===== src/rtl/regfile_write_arbiter_pkg.sv =====
// Shared CPU constants for the register-file writeback path.
package cpu_pkg;

    localparam int DATA_W     = 16;
    localparam int ADDR_W     = 2;
    localparam int NUM_WB_REQ = 3;

    localparam int REQ_ALU = 0;
    localparam int REQ_MEM = 1;
    localparam int REQ_DBG = 2;

    function automatic int ptr_width(input int n);
        return (n > 1) ? $clog2(n) : 1;
    endfunction

endpackage


===== src/rtl/regfile_write_arbiter_if.sv =====
// Writeback request bus, register-file write port and decode hazard signals.
interface regfile_write_arbiter_if
    import cpu_pkg::*;
#(
    parameter int NUM_REQ = NUM_WB_REQ,
    parameter int DW      = DATA_W,
    parameter int AW      = ADDR_W,
    parameter int PTR_W   = ptr_width(NUM_REQ)
);
    // Req[i] plus its ReqRD/ReqData slices stay stable until Grant[i]=1;
    // the write is accepted in that cycle, and dropping Req before Grant is a no-op.
    logic [NUM_REQ-1:0]    Req;
    logic [NUM_REQ*AW-1:0] ReqRD;
    logic [NUM_REQ*DW-1:0] ReqData;
    logic [NUM_REQ-1:0]    Grant;
    logic [AW-1:0]         RS;
    logic [AW-1:0]         RT;
    logic                  RegWrite;
    logic [AW-1:0]         RD;
    logic [DW-1:0]         WriteData;
    logic                  Stall;
    logic [PTR_W-1:0]      Ptr;

    modport master (
        output Req, ReqRD, ReqData, RS, RT,
        input  Grant, RegWrite, RD, WriteData, Stall, Ptr
    );

    modport slave (
        input  Req, ReqRD, ReqData, RS, RT,
        output Grant, RegWrite, RD, WriteData, Stall, Ptr
    );

endinterface


===== src/rtl/regfile_write_arbiter_rr_arbiter.sv =====
// Round-robin arbiter: combinational one-hot grant, pointer moves past the winner.
module rr_arbiter
    import cpu_pkg::*;
#(
    parameter int NUM_REQ = NUM_WB_REQ,
    parameter int PTR_W   = ptr_width(NUM_REQ)
) (
    input  logic               Clock,
    input  logic               Reset,
    input  logic [NUM_REQ-1:0] Req,
    output logic [NUM_REQ-1:0] Grant,
    output logic [PTR_W-1:0]   Ptr
);

    logic [PTR_W-1:0]   ptr_q;
    logic [PTR_W-1:0]   next_ptr;
    logic [PTR_W-1:0]   idx;
    logic [NUM_REQ-1:0] grant_c;
    logic               found;

    // Scan Ptr, Ptr+1, ... with wraparound; the first requester seen wins.
    always_comb begin
        grant_c  = '0;
        next_ptr = ptr_q;
        idx      = '0;
        found    = 1'b0;
        for (int j = 0; j < NUM_REQ; j++) begin
            idx = PTR_W'((int'(ptr_q) + j) % NUM_REQ);
            if (!found && Req[idx]) begin
                found        = 1'b1;
                grant_c[idx] = 1'b1;
                next_ptr     = PTR_W'((int'(idx) + 1) % NUM_REQ);
            end
        end
        if (Reset) begin
            grant_c = '0;
        end
    end

    always_ff @(posedge Clock) begin
        if (Reset) begin
            ptr_q <= '0;
        end else if (|grant_c) begin
            ptr_q <= next_ptr;
        end
    end

    assign Grant = grant_c;
    assign Ptr   = ptr_q;

endmodule


===== src/rtl/regfile_write_arbiter.sv =====
// Shares the register-file write port among ALU, MEM and DBG writeback sources
// through a one-stage write pipeline, and flags RAW hazards on the in-flight write.
module regfile_write_arbiter
    import cpu_pkg::*;
#(
    parameter int NUM_REQ = NUM_WB_REQ,
    parameter int DW      = DATA_W,
    parameter int AW      = ADDR_W
) (
    input  logic Clock,
    input  logic Reset,
    regfile_write_arbiter_if.slave bus
);

    logic [NUM_REQ-1:0] grant;
    logic [AW-1:0]      sel_rd;
    logic [DW-1:0]      sel_data;
    logic               reg_write_q;
    logic [AW-1:0]      rd_q;
    logic [DW-1:0]      data_q;

    rr_arbiter #(
        .NUM_REQ (NUM_REQ)
    ) u_arb (
        .Clock (Clock),
        .Reset (Reset),
        .Req   (bus.Req),
        .Grant (grant),
        .Ptr   (bus.Ptr)
    );

    // Grant is one-hot, so OR-ing the masked slices selects the winner.
    always_comb begin
        sel_rd   = '0;
        sel_data = '0;
        for (int i = 0; i < NUM_REQ; i++) begin
            if (grant[i]) begin
                sel_rd   = sel_rd   | bus.ReqRD[i*AW +: AW];
                sel_data = sel_data | bus.ReqData[i*DW +: DW];
            end
        end
    end

    always_ff @(posedge Clock) begin
        if (Reset) begin
            reg_write_q <= 1'b0;
            rd_q        <= '0;
            data_q      <= '0;
        end else begin
            reg_write_q <= |grant;
            if (|grant) begin
                rd_q   <= sel_rd;
                data_q <= sel_data;
            end
        end
    end

    assign bus.Grant     = grant;
    assign bus.RegWrite  = reg_write_q;
    assign bus.RD        = rd_q;
    assign bus.WriteData = data_q;
    // Reset gating keeps Stall low before the first reset edge clears RegWrite.
    assign bus.Stall     = ~Reset & reg_write_q & ((rd_q == bus.RS) | (rd_q == bus.RT));

endmodule


===== src/flat_wrapper.sv =====
// flat-port wrapper written by rule: the top's interface ports become plain ports
module regfile_write_arbiter_flat import cpu_pkg::*;
#(
    parameter int NUM_REQ = NUM_WB_REQ,
    parameter int DW      = DATA_W,
    parameter int AW      = ADDR_W
)
  (Clock, Reset, bus_Req, bus_ReqRD, bus_ReqData, bus_RS, bus_RT, bus_Grant, bus_RegWrite, bus_RD, bus_WriteData, bus_Stall, bus_Ptr);
  regfile_write_arbiter_if #(.NUM_REQ(NUM_REQ), .DW(DW), .AW(AW)) bus_i ();
  input  logic Clock;
  input  logic Reset;
  input wire logic [$bits(bus_i.Req)-1:0] bus_Req;
  input wire logic [$bits(bus_i.ReqRD)-1:0] bus_ReqRD;
  input wire logic [$bits(bus_i.ReqData)-1:0] bus_ReqData;
  input wire logic [$bits(bus_i.RS)-1:0] bus_RS;
  input wire logic [$bits(bus_i.RT)-1:0] bus_RT;
  output wire logic [$bits(bus_i.Grant)-1:0] bus_Grant;
  output wire logic [$bits(bus_i.RegWrite)-1:0] bus_RegWrite;
  output wire logic [$bits(bus_i.RD)-1:0] bus_RD;
  output wire logic [$bits(bus_i.WriteData)-1:0] bus_WriteData;
  output wire logic [$bits(bus_i.Stall)-1:0] bus_Stall;
  output wire logic [$bits(bus_i.Ptr)-1:0] bus_Ptr;
  assign bus_i.Req = bus_Req;
  assign bus_i.ReqRD = bus_ReqRD;
  assign bus_i.ReqData = bus_ReqData;
  assign bus_i.RS = bus_RS;
  assign bus_i.RT = bus_RT;
  assign bus_Grant = bus_i.Grant;
  assign bus_RegWrite = bus_i.RegWrite;
  assign bus_RD = bus_i.RD;
  assign bus_WriteData = bus_i.WriteData;
  assign bus_Stall = bus_i.Stall;
  assign bus_Ptr = bus_i.Ptr;
  regfile_write_arbiter #(.NUM_REQ(NUM_REQ), .DW(DW), .AW(AW)) u_core (.Clock(Clock), .Reset(Reset), .bus(bus_i));
endmodule

===== config.mk =====
export PLATFORM = sky130hd
export DESIGN_NAME = regfile_write_arbiter_flat
export DESIGN_NICKNAME = d
export VERILOG_FILES = /design/src/rtl/regfile_write_arbiter_pkg.sv /design/src/rtl/regfile_write_arbiter_if.sv /design/src/rtl/regfile_write_arbiter_rr_arbiter.sv /design/src/rtl/regfile_write_arbiter.sv /design/src/flat_wrapper.sv
export SDC_FILE = /design/constraint.sdc
export NUM_CORES = 1
export LEC_CHECK = 0
export CORE_MARGIN = 4
export CORE_UTILIZATION = 55
export DETAILED_ROUTE_END_ITERATION = 7
export DONT_BUFFER_PORTS = 1
export PLACE_DENSITY = 0.8
export SETUP_SLACK_MARGIN = 0.3
export SLEW_MARGIN = 0
export SYNTH_ARGS = -nofsm -noshare
export SYNTH_HDL_FRONTEND = slang
export SYNTH_SLANG_ARGS = --single-unit

===== constraint.sdc =====
create_clock -name Clock -period 4.67 [get_ports Clock]
set_clock_uncertainty 0.15 [all_clocks]
set_input_delay 0.7005 -clock Clock [delete_from_list [all_inputs] [get_ports Clock]]
set_output_delay 0.7005 -clock Clock [all_outputs]
set_load 0.1 [all_outputs]

==> results of run 1 <==
## metrics by stage
step,area [sq um],instances,setup WS (ns),util [%]
6_report,1440,179,1.09,62.5
5_1_grt,1440,179,0.914,62.5
4_1_cts,1440,179,1.09,62.5
3_5_place_dp,1410,175,1.45,61.3
3_3_place_gp,1410,175,1.59,61.3
2_1_floorplan,1380,155,0.648,-
## logic make-up (layout without fill, tap and decap cells)
kind of cell               after synthesis  in the layout
adders and majority gates                5              5
and+or+nand+nor                         25             25
muxes                                    5              5
DFF                                     21             21
buffers and inverters                   23             19
AOI/OAI and AO/OA                       72             72
xor gates and xnor gates                 4              4
## cell type report
| cell class | count | area share [%] |
|---|---|---|
| Multi-Input combinational cell | 111 | 60.3 |
| Tap cell | 28 | 2.44 |
| Clock inverter | 1 | 0.349 |
| Inverter | 7 | 1.83 |
| Sequential cell | 21 | 29.3 |
| Clock buffer | 3 | 1.57 |
| Timing Repair Buffer | 8 | 4.18 |
## sequential cells by signal, indices dropped and copies added, names as in the netlist
register and count:
u_core.bus.RD 2, u_core.bus.WriteData 16, u_core.bus.RegWrite 1, u_core.u_arb.Ptr 2
## placed cells by master (no fill, tap or decap), types with 2 or more instances in the layout
cell / count
sky130_fd_sc_hd__a222oi_1: 18
sky130_fd_sc_hd__dfxtp_1: 21
sky130_fd_sc_hd__o21ai_0: 4
sky130_fd_sc_hd__o22ai_2: 2
sky130_fd_sc_hd__a21oi_1: 22
sky130_fd_sc_hd__nor2_2: 3
sky130_fd_sc_hd__mux2i_1: 5
sky130_fd_sc_hd__nand2_1: 3
sky130_fd_sc_hd__xor2_1: 4
sky130_fd_sc_hd__o41ai_1: 12
sky130_fd_sc_hd__nand4_1: 9
sky130_fd_sc_hd__nor2_1: 2
sky130_fd_sc_hd__ha_1: 5
sky130_fd_sc_hd__o31ai_1: 2
sky130_fd_sc_hd__buf_4: 8
sky130_fd_sc_hd__clkbuf_4: 3
sky130_fd_sc_hd__inv_1: 7
## worst register-to-register path: cells and delay by family (launching register included)
| family | cells | cell delay [ns] |
|---|---|---|
| AND/OR/NAND/NOR | 2 | 0.55 |
| flip-flops | 1 | 0.33 |
| AO/OA/AOI/OAI | 3 | 0.99 |
| adder cells (fa/ha/maj) | 1 | 0.28 |
| buffers and inverters | 2 | 0.42 |
| multiplexers | 1 | 0.31 |
## routing by layer
layer	part of all wire (%)	track usage, %	vias up	wire, um
met5	0	0	-	0
met4	0.57	7.28	0	23
met3	10	7.80	2	409
met2	52	40.6	81	2090
met1	37	24.4	654	1500
li1	-	-	639	-
## worst max path at each step
stage	startpoint	to	depth (start not counted)
floorplan	u_core.u_arb.Ptr[0]$_SDFFE_PP0P_	bus_Grant[1]	9
global placement	u_core.u_arb.Ptr[1]$_SDFFE_PP0P_	bus_Grant[2]	9
detailed placement	u_core.u_arb.Ptr[1]$_SDFFE_PP0P_	bus_Grant[2]	9
CTS	u_core.u_arb.Ptr[1]$_SDFFE_PP0P_	bus_Grant[2]	9
global route	u_core.u_arb.Ptr[1]$_SDFFE_PP0P_	bus_Grant[2]	9
finish	u_core.u_arb.Ptr[1]$_SDFFE_PP0P_	bus_Grant[2]	9
==> metrics.txt, run 1 <==
# TYPE chip_impl_metric gauge
chip_impl_metric{name="hold_buffers",unit=""} 0
chip_impl_metric{name="maxClockFrequency",unit="MHz"} 279
chip_impl_metric{name="netlist_area",unit="sq mm"} 0.00138
chip_impl_metric{name="synth_enable_flop_cells",unit=""} 0
chip_impl_metric{name="finalHoldWorstSlack",unit="ns"} 0.296
chip_impl_info{name="rsz0062_at_grt",value="no"} 1
chip_impl_info{name="main_combinational_cell_family_by_area_after_synthesis",value="compound AO/OA/AOI/OAI gates"} 1
chip_impl_metric{name="initial_utilization",unit="%"} 60.0
chip_impl_info{name="critPathSlowestCell",value="sky130_fd_sc_hd__o22a_1"} 1
chip_impl_metric{name="timing.max_cap.violations",unit=""} 0
chip_impl_metric{name="worst-path-buf-inv",unit=""} 3
chip_impl_metric{name="gpl.final_weighted_congestion",unit=""} 0.800
chip_impl_metric{name="slew_headroom",unit="%"} 33.3
chip_impl_info{name="synth_top_flop_cell",value="sky130_fd_sc_hd__dfxtp_1"} 1
chip_impl_info{name="status",value="complete, no violations"} 1
chip_impl_metric{name="die_h",unit="um"} 58.1
chip_impl_metric{name="core_area",unit="sq mm"} 0.00230
chip_impl_metric{name="post_synth_xor_area_fraction",unit="%"} 2.54
chip_impl_metric{name="cts_buffer_depth",unit=""} 2
chip_impl_metric{name="number_of_cell_rows",unit=""} 17
chip_impl_info{name="tritoncts",value="built"} 1
chip_impl_metric{name="clock_tree.htree_level_count",unit=""} 1
chip_impl_metric{name="setup_viol",unit=""} 0
chip_impl_metric{name="final-seq-area",unit="sq um"} 420
chip_impl_info{name="start_kind",value="flop"} 1
chip_impl_metric{name="timing.reg2reg.setup_slack",unit="ns"} 1.59
chip_impl_metric{name="cts_buffers",unit=""} 3
chip_impl_metric{name="cp_slowest_stage_delay",unit="ns"} 0.43
chip_impl_metric{name="die_x",unit="um"} 58.1
chip_impl_metric{name="multiInputGateArea",unit="sq um"} 866
chip_impl_metric{name="postSynthNetCount",unit=""} 223
chip_impl_metric{name="yosys-mux-area-fraction",unit="%"} 3.63
chip_impl_metric{name="design.portCount",unit=""} 88
chip_impl_metric{name="initial_antenna_violation_count",unit=""} 0
chip_impl_info{name="crit_path_end_kind",value="primary output"} 1
chip_impl_info{name="synth_top_area_cell",value="sky130_fd_sc_hd__dfxtp_1"} 1
chip_impl_metric{name="dr.first_iter.drc_count",unit=""} 143
chip_impl_metric{name="ys_types",unit=""} 39
chip_impl_metric{name="final.period_utilization",unit="%"} 76.7
chip_impl_metric{name="tightest_slew",unit="ns"} 0.998
chip_impl_metric{name="synth_compound_gate_area_share",unit="%"} 40.2
chip_impl_info{name="worst_hold_path_type",value="in -> reg"} 1
chip_impl_metric{name="fp.dieArea",unit="sq mm"} 0.00337
chip_impl_metric{name="synth.ff_latch_count",unit=""} 21
chip_impl_metric{name="hold_violations",unit=""} 0
chip_impl_info{name="synth.area.top_cells",value="sky130_fd_sc_hd__dfxtp_1 (30%), sky130_fd_sc_hd__a222oi_1 (13%), sky130_fd_sc_hd__a21oi_1 (8.0%)"} 1
chip_impl_info{name="cp_cell_sequence",value="buf_4 > inv_1 > ha_1 > mux2i_1 > nor2_2 > a22oi_1 > o22a_1 > nor2_2 > buf_4"} 1
chip_impl_metric{name="critical_path_required",unit="ns"} 3.82
chip_impl_metric{name="yosysTopAreaCellShare",unit="%"} 30.5
chip_impl_metric{name="min_period",unit="ns"} 3.58
chip_impl_metric{name="route.vias.total",unit=""} 1376
chip_impl_metric{name="groute.usage.overall",unit="%"} 22.5
chip_impl_info{name="cts-root-buf",value="sky130_fd_sc_hd__clkbuf_4"} 1
chip_impl_metric{name="layout-drive-gt1-share",unit="%"} 15.2
chip_impl_metric{name="detailedPlacementHpwl",unit="um"} 2910
chip_impl_metric{name="grt_pass1_vias",unit=""} 1344
chip_impl_metric{name="fin_tns_setup",unit="ns"} 0
chip_impl_metric{name="synthesis.instances",unit=""} 155
chip_impl_info{name="synthMostInstantiatedCell",value="sky130_fd_sc_hd__a21oi_1"} 1
chip_impl_metric{name="avgViaCountPerCell",unit=""} 7.69
chip_impl_info{name="min-delay-start",value="Reset"} 1
chip_impl_metric{name="postSynthAreaPerCell",unit="sq um"} 8.90
chip_impl_info{name="worstReg2RegStart",value="u_core.u_arb.Ptr[1]$_SDFFE_PP0P_"} 1
chip_impl_metric{name="grt.overflow.total",unit=""} 0
chip_impl_metric{name="wl_per_cell",unit="um"} 22.5
chip_impl_metric{name="number_of_buffers_inserted_to_repair_setup_after_cts",unit=""} 0
chip_impl_metric{name="remaining_number_of_nets_flagged_by_the_antenna_check_after_routing",unit=""} 0
chip_impl_info{name="synth_common_cells",value="sky130_fd_sc_hd__a21oi_1 (22), sky130_fd_sc_hd__dfxtp_1 (21), sky130_fd_sc_hd__a222oi_1 (18), sky130_fd_sc_hd__o41ai_1 (12)"} 1
chip_impl_metric{name="asyncSetResetFlopFracSynth",unit="%"} 0
chip_impl_metric{name="global_route_wire_length_before_repair",unit="um"} 6090
chip_impl_info{name="reg2reg_to",value="u_core.bus.WriteData[15]$_SDFFE_PP0P_"} 1
chip_impl_metric{name="r2r.worst_path.cells",unit=""} 9
chip_impl_metric{name="wl",unit="um"} 4020
chip_impl_metric{name="clk_latency",unit="ns"} 0.30
chip_impl_info{name="critical-path-top-delay-family",value="compound AO/OA/AOI/OAI gates"} 1
chip_impl_metric{name="maximum_number_of_pins_on_one_net_before_global_route_repair",unit=""} 33
chip_impl_metric{name="insertedDiodeCount",unit=""} 0
chip_impl_metric{name="cp_max_fanout",unit=""} 11
chip_impl_metric{name="clock-sinks",unit=""} 21
chip_impl_metric{name="worst_setup_hold_path_clk_slew",unit="ns"} 0.12
chip_impl_metric{name="sequential_cell_area_fraction_in_the_yosys_report",unit="%"} 30.5
chip_impl_metric{name="ctsResizeCount",unit=""} 0
chip_impl_metric{name="hold_path_depth",unit=""} 1
chip_impl_metric{name="syn_to_final_growth",unit="%"} 4.08
chip_impl_metric{name="synthSimpleGateAreaFrac",unit="%"} 11.1
chip_impl_metric{name="synth.yosys.warnings",unit=""} 0
chip_impl_metric{name="numPortBuffers",unit=""} 0
chip_impl_info{name="worstHoldEndpoint",value="u_core.bus.WriteData[5]$_SDFFE_PP0P_"} 1
chip_impl_metric{name="final_max_slew_viol_count",unit=""} 0
chip_impl_info{name="worst-setup-path-type",value="reg -> out"} 1
chip_impl_metric{name="post_synth_fa_ha_maj_area_fraction",unit="%"} 4.54
chip_impl_metric{name="drt_pass1_iterations",unit=""} 7
chip_impl_metric{name="finalNetCount",unit=""} 220
chip_impl_metric{name="cp.arrival",unit="ns"} 2.73
chip_impl_metric{name="fillCellCount",unit=""} 207
chip_impl_metric{name="remaining_drcs",unit=""} 0
Power of run 1 is left out: the tool's default activity adds up to more than one toggle a clock period on the data nets, which glitch-free logic cannot reach.
==> inputs of run 2 (changes only) <==
- ABC_AREA: not set -> 1
- clock period: 4.67 -> 3.4 ns (I/O delays scaled with it)
==> metrics.txt, run 2 <==
# TYPE chip_impl_metric gauge
chip_impl_metric{name="hold_violations",unit=""} 0
chip_impl_metric{name="final.period_utilization",unit="%"} 86.6
chip_impl_metric{name="drt_pass1_iterations",unit=""} 4
chip_impl_metric{name="post_synth_xor_area_fraction",unit="%"} 2.13
chip_impl_metric{name="number_of_cell_rows",unit=""} 19
chip_impl_info{name="cts-root-buf",value="sky130_fd_sc_hd__clkbuf_4"} 1
chip_impl_info{name="synth.area.top_cells",value="sky130_fd_sc_hd__dfxtp_1 (26%), sky130_fd_sc_hd__nand2_1 (16%), sky130_fd_sc_hd__nand3_1 (12%)"} 1
chip_impl_metric{name="fp.dieArea",unit="sq mm"} 0.00393
chip_impl_info{name="mostFrequentLayoutCells",value="sky130_fd_sc_hd__nand2_1 (70), sky130_fd_sc_hd__nand3_1 (40), sky130_fd_sc_hd__nor2_1 (31), sky130_fd_sc_hd__inv_1 (28), sky130_fd_sc_hd__dfxtp_1 (19)"} 1
chip_impl_metric{name="detailedPlacementHpwl",unit="um"} 2970
chip_impl_metric{name="postSynthAreaPerCell",unit="sq um"} 6.30
chip_impl_metric{name="critical_path_required",unit="ns"} 2.74
chip_impl_metric{name="cp_max_fanout",unit=""} 16
chip_impl_metric{name="initial_utilization",unit="%"} 58.6
chip_impl_metric{name="r2r.worst_path.cells",unit=""} 12
chip_impl_metric{name="fin_cells",unit=""} 293
chip_impl_metric{name="global_route_wire_length_before_repair",unit="um"} 6490
chip_impl_metric{name="synthSimpleGateAreaFrac",unit="%"} 51.1
chip_impl_metric{name="numPortBuffers",unit=""} 0
chip_impl_info{name="rsz0062_at_grt",value="yes"} 1
chip_impl_metric{name="synth.ff_latch_count",unit=""} 21
chip_impl_metric{name="cp.arrival",unit="ns"} 2.29
chip_impl_metric{name="insertedDiodeCount",unit=""} 0
chip_impl_metric{name="remaining_number_of_nets_flagged_by_the_antenna_check_after_routing",unit=""} 0
chip_impl_metric{name="maxClockFrequency",unit="MHz"} 339
chip_impl_metric{name="post-place-cells",unit=""} 289
chip_impl_info{name="worst_hold_path_type",value="in -> reg"} 1
chip_impl_metric{name="post_synth_fa_ha_maj_area_fraction",unit="%"} 3.81
chip_impl_metric{name="clk_latency",unit="ns"} 0.30
chip_impl_metric{name="largest_register_ff_count",unit=""} 16
chip_impl_metric{name="cts_buffers",unit=""} 3
chip_impl_metric{name="route.vias.total",unit=""} 1570
chip_impl_info{name="start_kind",value="flop"} 1
chip_impl_metric{name="synth.yosys.warnings",unit=""} 0
chip_impl_metric{name="dr.first_iter.drc_count",unit=""} 60
chip_impl_metric{name="initial_antenna_violation_count",unit=""} 0
chip_impl_info{name="layout.cells.most_common",value="sky130_fd_sc_hd__nand2_1"} 1
chip_impl_info{name="synth_common_cells",value="sky130_fd_sc_hd__nand2_1 (70), sky130_fd_sc_hd__nand3_1 (40), sky130_fd_sc_hd__nor2_1 (32), sky130_fd_sc_hd__inv_1 (28), sky130_fd_sc_hd__dfxtp_1 (21)"} 1
chip_impl_metric{name="asyncSetResetFlopFracSynth",unit="%"} 0
chip_impl_metric{name="number_of_buffers_inserted_to_repair_setup_after_cts",unit=""} 0
chip_impl_metric{name="min_period",unit="ns"} 2.95
chip_impl_metric{name="yosys-mux-area-fraction",unit="%"} 0
chip_impl_metric{name="wl",unit="um"} 3850
chip_impl_metric{name="groute.usage.overall",unit="%"} 19.8
chip_impl_metric{name="design.portCount",unit=""} 88
chip_impl_metric{name="synth_enable_flop_cells",unit=""} 0
chip_impl_info{name="crit_path_end_kind",value="primary output"} 1
chip_impl_metric{name="remaining_drcs",unit=""} 0
chip_impl_metric{name="avgViaCountPerCell",unit=""} 5.36
chip_impl_metric{name="synthesis.instances",unit=""} 261
chip_impl_metric{name="final_max_slew_viol_count",unit=""} 0
chip_impl_metric{name="postSynthNetCount",unit=""} 329
chip_impl_info{name="synthMostInstantiatedCell",value="sky130_fd_sc_hd__nand2_1"} 1
chip_impl_metric{name="finalNetCount",unit=""} 331
chip_impl_metric{name="fin_tns_setup",unit="ns"} 0
chip_impl_metric{name="gpl.final_weighted_congestion",unit=""} 0.805
chip_impl_metric{name="die_x",unit="um"} 62.7
chip_impl_info{name="status",value="complete, no violations"} 1
chip_impl_metric{name="sequential_cell_area_fraction_in_the_yosys_report",unit="%"} 25.6
chip_impl_metric{name="synth_compound_gate_area_share",unit="%"} 4.11
chip_impl_info{name="synth_top_area_cell",value="sky130_fd_sc_hd__dfxtp_1"} 1
chip_impl_metric{name="hold_path_depth",unit=""} 1
chip_impl_metric{name="yosysTopAreaCellShare",unit="%"} 25.6
chip_impl_metric{name="syn_to_final_growth",unit="%"} 4.95
chip_impl_info{name="tritoncts",value="built"} 1
chip_impl_metric{name="ys_types",unit=""} 26
chip_impl_metric{name="tightest_slew",unit="ns"} 0.988
chip_impl_metric{name="die_h",unit="um"} 62.7
chip_impl_info{name="main_combinational_cell_family_by_area_after_synthesis",value="simple AND/OR/NAND/NOR gates"} 1
chip_impl_metric{name="core_area",unit="sq mm"} 0.00281
chip_impl_metric{name="wl_per_cell",unit="um"} 13.1
chip_impl_info{name="synth_top_flop_cell",value="sky130_fd_sc_hd__dfxtp_1"} 1
chip_impl_metric{name="grt.overflow.total",unit=""} 0
chip_impl_metric{name="grt_pass1_vias",unit=""} 1451
chip_impl_metric{name="setup_viol",unit=""} 0
chip_impl_metric{name="clock_tree.htree_level_count",unit=""} 1
chip_impl_metric{name="cts_buffer_depth",unit=""} 2
chip_impl_metric{name="slew_headroom",unit="%"} 34.1
chip_impl_metric{name="maximum_number_of_pins_on_one_net_before_global_route_repair",unit=""} 29
chip_impl_info{name="worst-setup-path-type",value="reg -> out"} 1
chip_impl_metric{name="layout-drive-gt1-share",unit="%"} 18.7
chip_impl_metric{name="worst_setup_hold_path_clk_slew",unit="ns"} 0.13
chip_impl_metric{name="timing.max_cap.violations",unit=""} 0
chip_impl_metric{name="clock-sinks",unit=""} 21
chip_impl_metric{name="netlist_area",unit="sq mm"} 0.00164
[run 2: layout make-up]
cell class / count / area, sq um
clock buffers: 3 / 22.5
clock inverters: 1 / 5.00
fillers: 259 / 1080
inverters: 38 / 171
multi-input cells: 193 / 1020
flip-flops and latches: 21 / 423
well taps: 31 / 38.8
repair buffers: 6 / 45.0
[run 2: per-layer routing]
| layer | global-route usage [%] | wire (um) | up-vias | part of all wire, % |
|---|---|---|---|---|
| li1 | - | - | 819 | - |
| met1 | 24.9 | 1680 | 670 | 44 |
| met2 | 31.2 | 1780 | 73 | 46 |
| met3 | 5.76 | 311 | 8 | 8.1 |
| met4 | 8.54 | 74 | 0 | 1.9 |
| met5 | 0 | 0 | - | 0 |
[run 2: per-stage QoR]
stage               setup WS, ns  hold WS [ns]  instance area, sq um  util (%)
floorplan                  0.427         0.539                  1650         -
global placement           0.632         0.376                  1660      59.3
detailed placement         0.551         0.388                  1660      59.3
CTS                        0.314        0.0791                  1690      60.4
global route               0.286        0.0583                  1730      61.5
finish                     0.454        0.0919                  1730      61.5
[run 2: worst paths after layout]
path,start,endpoint,slack [ns]
setup reg to reg,u_core.u_arb.Ptr[0]$_SDFFE_PP0P_,u_core.bus.WriteData[14]$_SDFFE_PP0P_,0.87
hold / removal,Reset,u_core.u_arb.Ptr[1]$_SDFFE_PP0P_,0.09
hold reg to reg,u_core.u_arb.Ptr[0]$_SDFFE_PP0P_,u_core.u_arb.Ptr[0]$_SDFFE_PP0P_,0.40
setup / recovery,u_core.u_arb.Ptr[0]$_SDFFE_PP0P_,bus_Grant[1],0.45
[run 2: critical path, cell delays in order (launching register included)]
cell	delay, ns
sky130_fd_sc_hd__dfxtp_2	0.39
sky130_fd_sc_hd__inv_1	0.08
sky130_fd_sc_hd__ha_2	0.35
sky130_fd_sc_hd__inv_2	0.09
sky130_fd_sc_hd__o21ai_0	0.10
sky130_fd_sc_hd__o21ai_2	0.16
sky130_fd_sc_hd__nand4_1	0.25
sky130_fd_sc_hd__nand2_8	0.23
sky130_fd_sc_hd__nand2_4	0.14
sky130_fd_sc_hd__clkinv_8	0.18
[run 2: cells by family (layout without fill, tap and decap cells)]
logic type | after synthesis | count (layout)
buffers and inverters | 47 | 48
and+or+nand+nor | 174 | 174
DFF | 21 | 21
AOI/OAI and AO/OA | 10 | 10
adders and majority gates | 5 | 5
xor gates and xnor gates | 4 | 4
[run 2: what timing repair did]
item	in CTS	in global routing
hold buffers	0	0
resized for setup	1	9
setup endpoints to repair	1	3
Power of run 2 is left out for the same reason.
